==> config.mk <==
export PLATFORM = sky130hd
export DESIGN_NAME = hex_text_entry
export DESIGN_NICKNAME = d
export VERILOG_FILES = /design/src/rtl/hex_text_entry.sv
export SDC_FILE = /design/constraint.sdc
export NUM_CORES = 1
export LEC_CHECK = 0
export BUFFER_PORTS_ARGS = -buffer_cell sky130_fd_sc_hd__buf_2
export CORE_ASPECT_RATIO = 2
export CORE_MARGIN = 3
export CORE_UTILIZATION = 30
export DETAILED_ROUTE_END_ITERATION = 12
export GPL_TIMING_DRIVEN = 0
export PLACE_DENSITY_LB_ADDON = 0.25
export SLEW_MARGIN = 20
export SYNTH_ARGS = -nofsm -noshare
export SYNTH_HDL_FRONTEND = slang
export SYNTH_SLANG_ARGS = --single-unit
==> constraint.sdc <==
create_clock -name clk -period 2.25 [get_ports clk]
set_input_delay 0.1125 -clock clk [delete_from_list [all_inputs] [get_ports clk]]
set_output_delay 0.1125 -clock clk [all_outputs]
set_load 0.02 [all_outputs]
==> src/rtl/hex_text_entry.sv <==
// Hex text entry: assembles typed hex characters into a right-aligned word,
// supports backspace/escape editing, and commits the word on Enter through a
// valid/ready handshake towards the consumer.
module hex_text_entry #(
    parameter int NDIG = 8
) (
    input  logic                          clk,
    input  logic                          reset_n,
    input  logic [6:0]                    char_in,
    input  logic                          char_valid,
    output logic                          char_ready,
    output logic [4*NDIG-1:0]             entry_value,
    output logic [$clog2(NDIG+1)-1:0]     digit_count,
    output logic [4*NDIG-1:0]             data,
    output logic                          data_valid,
    input  logic                          data_ready,
    output logic                          entry_err
);

    localparam int W  = 4 * NDIG;
    localparam int CW = $clog2(NDIG + 1);
    localparam logic [CW-1:0] MAX_COUNT = CW'(NDIG);
    localparam logic [CW-1:0] ONE       = CW'(1);

    typedef enum logic [1:0] {
        IDLE  = 2'd0,
        ENTRY = 2'd1,
        HOLD  = 2'd2
    } state_t;

    state_t              state, state_nxt;
    logic [W-1:0]        value_nxt;
    logic [CW-1:0]       count_nxt;
    logic [W-1:0]        data_nxt;
    logic                valid_nxt;
    logic                err_nxt;

    logic                is_digit, is_bs, is_enter, is_esc;
    logic [3:0]          nibble;
    logic                accept;

    // Characters are only taken while no committed word is waiting
    assign char_ready = (state != HOLD);
    assign accept     = char_valid && char_ready;

    // Classify the incoming ASCII code and extract its hex nibble
    always_comb begin
        is_digit = 1'b0;
        is_bs    = (char_in == 7'h08);
        is_enter = (char_in == 7'h0D);
        is_esc   = (char_in == 7'h1B);
        nibble   = 4'h0;
        if (char_in >= 7'h30 && char_in <= 7'h39) begin
            is_digit = 1'b1;
            nibble   = char_in[3:0];
        end else if ((char_in >= 7'h41 && char_in <= 7'h46) ||
                     (char_in >= 7'h61 && char_in <= 7'h66)) begin
            is_digit = 1'b1;
            nibble   = char_in[3:0] + 4'd9;
        end
    end

    // Next-state and next-register logic for the entry state machine
    always_comb begin
        state_nxt = state;
        value_nxt = entry_value;
        count_nxt = digit_count;
        data_nxt  = data;
        valid_nxt = data_valid;
        err_nxt   = 1'b0;
        case (state)
            HOLD: begin
                if (data_ready) begin
                    valid_nxt = 1'b0;
                    value_nxt = '0;
                    count_nxt = '0;
                    state_nxt = IDLE;
                end
            end
            default: begin
                if (accept) begin
                    if (is_digit) begin
                        if (digit_count < MAX_COUNT) begin
                            value_nxt = {entry_value[W-5:0], nibble};
                            count_nxt = digit_count + ONE;
                            state_nxt = ENTRY;
                        end else begin
                            err_nxt = 1'b1;
                        end
                    end else if (is_bs) begin
                        if (digit_count != '0) begin
                            value_nxt = entry_value >> 4;
                            count_nxt = digit_count - ONE;
                            state_nxt = (digit_count == ONE) ? IDLE : ENTRY;
                        end else begin
                            err_nxt = 1'b1;
                        end
                    end else if (is_enter) begin
                        if (digit_count != '0) begin
                            data_nxt  = entry_value;
                            valid_nxt = 1'b1;
                            state_nxt = HOLD;
                        end else begin
                            err_nxt = 1'b1;
                        end
                    end else if (is_esc) begin
                        value_nxt = '0;
                        count_nxt = '0;
                        state_nxt = IDLE;
                    end else begin
                        err_nxt = 1'b1;
                    end
                end
            end
        endcase
    end

    // State and datapath registers with asynchronous clear
    always_ff @(posedge clk or negedge reset_n) begin
        if (!reset_n) begin
            state       <= IDLE;
            entry_value <= '0;
            digit_count <= '0;
            data        <= '0;
            data_valid  <= 1'b0;
            entry_err   <= 1'b0;
        end else begin
            state       <= state_nxt;
            entry_value <= value_nxt;
            digit_count <= count_nxt;
            data        <= data_nxt;
            data_valid  <= valid_nxt;
            entry_err   <= err_nxt;
        end
    end

endmodule

# Word level (Yosys, flattened, before mapping)
# Index checks and enable logic that the tools add are counted.
# classes
addsub,3
n_lt_le_gt_ge,7
eq_ne,13
n_mux,48
n_bitwise,3
reduce_logical,15
# ops
op,n
two-way mux 32 bit,9
two-way mux 4 bit,11
AND reduction 6 bit,4
two-way mux 2 bit,10
two-way mux 1 bit,18
equality test 7 x 4 -> 1 bit (second input constant),2
greater-or-equal comparator 7 bit (second input constant),2
<= comparator 7 bit (second input constant),2
inequality test 4 x 2 -> 1 bit (second input constant),2
nonzero test 4 bit,2
equality test 7 x 5 -> 1 bit (second input constant),1
greater-or-equal comparator 7 x 6 -> 1 bit (second input constant),1
<= comparator 7 x 6 -> 1 bit (second input constant),1
nonzero test 2 bit,3
nonzero test 5 bit,1
adder 4 x 1 -> 4 bit (second input constant),1
adder 4 bit (second input constant),1
equality test 4 x 1 -> 1 bit (second input constant),1
logical AND 1 bit,4
less-than comparator 4 bit (second input constant),1
inequality test 2 x 1 -> 1 bit (second input constant),2
inequality test 2 bit (second input constant),2
inequality test 4 x 3 -> 1 bit (second input constant),1
subtractor 4 x 1 -> 4 bit (second input constant),1
4 further kinds,6
# word_totals
reg_bits,72
in_bits,11
word_cells,95

# Longest topological paths before layout
# logic_depth
ltp_word,9
ltp_mapped,10
depth_no_buf,8

# Least setup slack after synthesis
# Ideal clock, no wire load.
# synth_timing
path_type,reg2reg
start,register digit_count[0]
end,register data[10]
setup_ns,0.125
t_arrival_ns,1.934
setup_slack_ns,0.191
path_stages_with_launch,8
period_less_slack_ns,2.059
path_cell_list,dfrtp_1 > inv_1 > ha_1 > and2_1 > nand2b_1 > nor3_4 > buf_4 > mux2_2
# synth_via
elab_chain_cells,2
# synth_rtl
element,line,source
start: declaration,13,"output logic [$clog2(NDIG+1)-1:0] digit_count,"
start signal: assignment,130,digit_count <= count_nxt;
nonzero test 4 bit,99,if (digit_count != '0) begin
AND reduction 6 bit (no source line),--,
end signal: assignment,131,data <= data_nxt;
end: declaration,14,"output logic [4*NDIG-1:0] data,"
# No other way between the ends.
# A chain may end at the register's enable or synchronous reset.

# Worst setup path after layout
# layout_timing
start,register digit_count[0]
end,register data[20]
# Same word-level chain as after synthesis.

==> tab_implementation.tex <==
\begin{tabular}{lr}
\hline
Metric & Value \\
\hline
\multicolumn{2}{l}{\textbf{Outcome}} \\
Status & completed \\
\multicolumn{2}{l}{\textbf{Detailed routing}} \\
Number of DRC markers after the initial detailed-route iteration & 193 \\
Mean number of vias per cell & 5.08 \\
Length of the first detailed-routing pass in iterations & 5 \\
Overall via count from detail\_route & 2762 \\
Number of DRC violations after detailed routing & 0 \\
Final antenna-violating net count & 0 \\
Routed Wire Length & 9120 um \\
Wire length per cell & 16.8 um \\
\multicolumn{2}{l}{\textbf{Yosys}} \\
Syn Nets & 322 \\
Number of flops mapped to enable cells by yosys & 0 \\
Unique cell type count in the Yosys netlist & 44 \\
Share of async-settable or async-resettable flops after synthesis & 1.00 \\
Synthesized flop and latch total & 72 \\
Synthesized instance count & 305 \\
Dominant register cell in the synthesized netlist & sky130\_fd\_sc\_hd\_\_dfrtp\_1 \\
Library cell occupying the most area in the post-synthesis netlist & sky130\_fd\_sc\_hd\_\_dfrtp\_1 \\
Total number of yosys warnings & 0 \\
Post-synthesis sequential area ratio & 0.539 \\
Most area-consuming cells after synthesis & sky130\_fd\_sc\_hd\_\_dfrtp\_1 54\%, sky130\_fd\_sc\_hd\_\_mux2\_2 11\%, sky130\_fd\_sc\_hd\_\_a22oi\_1 5.8\% \\
Combined area of all synthesized cells & 3340 um2 \\
Fraction of synthesized cell area taken by the top area cell type & 0.539 \\
Post-synthesis area per instance & 11.0 um2 \\
\multicolumn{2}{l}{\textbf{Setup path}} \\
Launch point of the critical path & digit\_count[0] \\
Max Fanout on Critical Path & 10 \\
Destination of the worst register-to-register timing path & data[20] \\
Cells on worst reg2reg path & 8 \\
Worst path required time & 2460 ps \\
Kind of capture point of the worst setup path & flip-flop \\
Minimum setup slack among reg-to-reg paths & 110 ps \\
FF-to-FF Start & digit\_count[0] \\
Kind of critical path & reg -> reg \\
Worst path arrival time & 2350 ps \\
Crit start category & flip-flop \\
Capture point of the critical path & data[20] \\
\multicolumn{2}{l}{\textbf{Floorplanning}} \\
Core area & 10700 um2 \\
Vertical extent of the die & 155 um \\
Starting density of the core & 0.313 \\
Die extent in x & 80.6 um \\
Full die area & 12500 um2 \\
Top-level I/O count & 82 \\
Standard-cell rows & 53 \\
\multicolumn{2}{l}{\textbf{STA}} \\
Maximum clock rate & 0.467 GHz \\
Post-layout min period & 2140 ps \\
Worst-Margin Slew & 637 ps \\
RSZ-0062 raised after global routing & false \\
Max-slew headroom at the worst pin & 0.573 \\
Final period util & 0.952 \\
Setup-failing EPs final & 0 \\
Hold Violations, Final & 0 \\
Final worst clock skew & 7.43 ps \\
Final max-slew violation count & 0 \\
\multicolumn{2}{l}{\textbf{Place}} \\
Placed cell count & 524 \\
Final Wtd Congestion & 0.811 \\
Count of input and output buffers & 81 \\
Half-perimeter wire length after detailed placement & 6740 um \\
Cell area after placement & 3950 um2 \\
\multicolumn{2}{l}{\textbf{Finish}} \\
Post-Layout Cell Count & 544 \\
Antenna diodes & 0 \\
Area occupied by multi-input gates & 1420 um2 \\
Most frequent cells in the layout & 87 x sky130\_fd\_sc\_hd\_\_buf\_2, 70 x sky130\_fd\_sc\_hd\_\_dfrtp\_1, 49 x sky130\_fd\_sc\_hd\_\_nand2\_1 \\
Finished Cell Area & 4300 um2 \\
Fraction of layout instances using a drive strength above 1 & 0.378 \\
Post-synthesis to final-layout area growth & 28.8\% \\
Commonest non-fill, non-tap cell in the layout & sky130\_fd\_sc\_hd\_\_buf\_2 \\
Post-layout util & 0.403 \\
Post-layout net count & 419 \\
Total of fill cells in the finished design & 1059 \\
Register area & 1800 um2 \\
\multicolumn{2}{l}{\textbf{CTS}} \\
Clk\_lat worst skew & 330 ps \\
Clock buffers created by TritonCTS & 9 \\
Htree depth & 3 \\
Register clock-pin slew on the reported worst setup and hold paths & 60 ps \\
TritonCTS clock tree & done \\
Clock buffer depth & 2 \\
Number of clock sinks & 72 \\
Clock Tree Root & sky130\_fd\_sc\_hd\_\_clkbuf\_16 \\
\multicolumn{2}{l}{\textbf{Global route}} \\
Maximum number of pins on one net before global-route repair & 56 \\
Global router's overall resource usage & 0.157 \\
Initial antenna violation count & 0 \\
Global-route wire length before repair & 14900 um \\
Final global-route overflow total & 0 \\
Via count of the first global-routing pass & 2704 \\
\multicolumn{2}{l}{\textbf{Power and ir drop}} \\
Clock power frac & 0.447 \\
Highest ir drop seen on vdd & 0.378 mV \\
Power per Cell Area & 772 nW/um2 \\
Combinational share of power & 0.123 \\
Switching component of the power & 0.850 mW \\
Internal power & 2.47 mW \\
Share of total power consumed by net switching & 0.256 \\
Total power & 3.32 mW \\
Standby leakage power & 2.16 nW \\
Share of total power in sequential cells & 0.430 \\
\multicolumn{2}{l}{\textbf{Job}} \\
Number of maximum-capacitance violations & 0 \\
\multicolumn{2}{l}{\textbf{Min path}} \\
Class of the tightest hold or removal check & in -> reg \\
\hline
\end{tabular}
flip-flops by register name (all words and copies together), names as in the netlist:
name and cells:
data 32, entry_value 32, state 2, entry_err 1, data_valid 1, digit_count 4
kinds of logic after synthesis:
| family | count (synthesis) | synth area share |
|---|---|---|
| compound gates | 85 | 0.166 |
| simple gates | 83 | 0.121 |
| flops | 72 | 0.539 |
| mux | 33 | 0.111 |
| buf+inv | 25 | 0.0374 |
| fa+ha+maj | 6 | 0.0225 |
| xor+xnor | 1 | 0.00262 |
critical path, cell delays in order, from the launching register on:
cell and delay (ps):
sky130_fd_sc_hd__dfrtp_2 430, sky130_fd_sc_hd__inv_1 90, sky130_fd_sc_hd__ha_1 240, sky130_fd_sc_hd__and2_1 180, sky130_fd_sc_hd__nand2b_1 200, sky130_fd_sc_hd__nor3_4 200
sky130_fd_sc_hd__buf_4 150, sky130_fd_sc_hd__buf_4 180, sky130_fd_sc_hd__mux2_2 350
metrics by stage:
step	worst slack (ps)	setup TNS (ps)	hold slack, ps
2_1_floorplan	191	0	-183
3_3_place_gp	1.44	0	471
3_5_place_dp	-44.7	-1100	7.06
4_1_cts	45.9	0	147
5_1_grt	21.5	0	183
6_report	108	0	161
power groups by stage:
stage / sequential [mW] / combinational, mW / clock (mW)
CTS: 1.43 / 0.413 / 1.52
global placement: 1.45 / 0.389 / 0
detailed placement: 1.45 / 0.410 / 0
global route: 1.44 / 0.452 / 1.58
finish: 1.43 / 0.409 / 1.48
floorplan: 1.48 / 0.198 / 0
worst min-delay path by stage:
stage	start	to	depth (start not counted)
2_1_floorplan	reset_n	data[0]	0
3_3_place_gp	state[1]	state[1]	1
3_5_place_dp	reset_n	data[5]	1
4_1_cts	char_valid	entry_err	3
5_1_grt	char_valid	entry_err	3
6_report	char_valid	entry_err	3
synth_stat cells (2+ instances only):
library cell and instances:
sky130_fd_sc_hd__a21oi_1 9, sky130_fd_sc_hd__a22oi_1 26, sky130_fd_sc_hd__and2_1 3, sky130_fd_sc_hd__and3_1 2, sky130_fd_sc_hd__buf_2 7, sky130_fd_sc_hd__buf_4 6, sky130_fd_sc_hd__clkbuf_1 5, sky130_fd_sc_hd__dfrtp_1 72
sky130_fd_sc_hd__ha_1 6, sky130_fd_sc_hd__inv_1 6, sky130_fd_sc_hd__mux2_2 32, sky130_fd_sc_hd__nand2_1 49, sky130_fd_sc_hd__nand2b_1 2, sky130_fd_sc_hd__nand3_1 4, sky130_fd_sc_hd__nor2_1 8, sky130_fd_sc_hd__nor2b_1 2
sky130_fd_sc_hd__nor3_1 2, sky130_fd_sc_hd__nor3b_1 2, sky130_fd_sc_hd__o211ai_1 2, sky130_fd_sc_hd__o21ai_0 21, sky130_fd_sc_hd__o21ai_1 12, sky130_fd_sc_hd__o221ai_1 2, sky130_fd_sc_hd__o31ai_1 4
routing by layer:
layer,routed length (um),vias to the layer above,global-route usage,share of wire
met2,5100,79,0.273,0.56
met5,0,-,0,0
li1,-,1294,-,-
met4,131,0,0.0661,0.014
met1,3550,1382,0.185,0.39
met3,333,7,0.0284,0.037
area by class of cell:
cell class,count,area share
flip-flops and latches,72,0.419
multi-input cells,208,0.329
repair buffers,86,0.109
clock buffers,14,0.0660
well taps,137,0.0398
plain buffers,18,0.0230
clock inverters,2,0.00814
inverters,7,0.00611
repair_timing:
item / CTS / global route
hold buffers: 1 / 0
hold endpoints to repair: 58 / 0
buffers inserted: 3 / 0
pin swaps: 1 / 0
resized for setup: 0 / 2
gates cloned: 0 / 0
endpoints found under the setup margin: 29 / 29
Power figures use the tool's default switching activity.
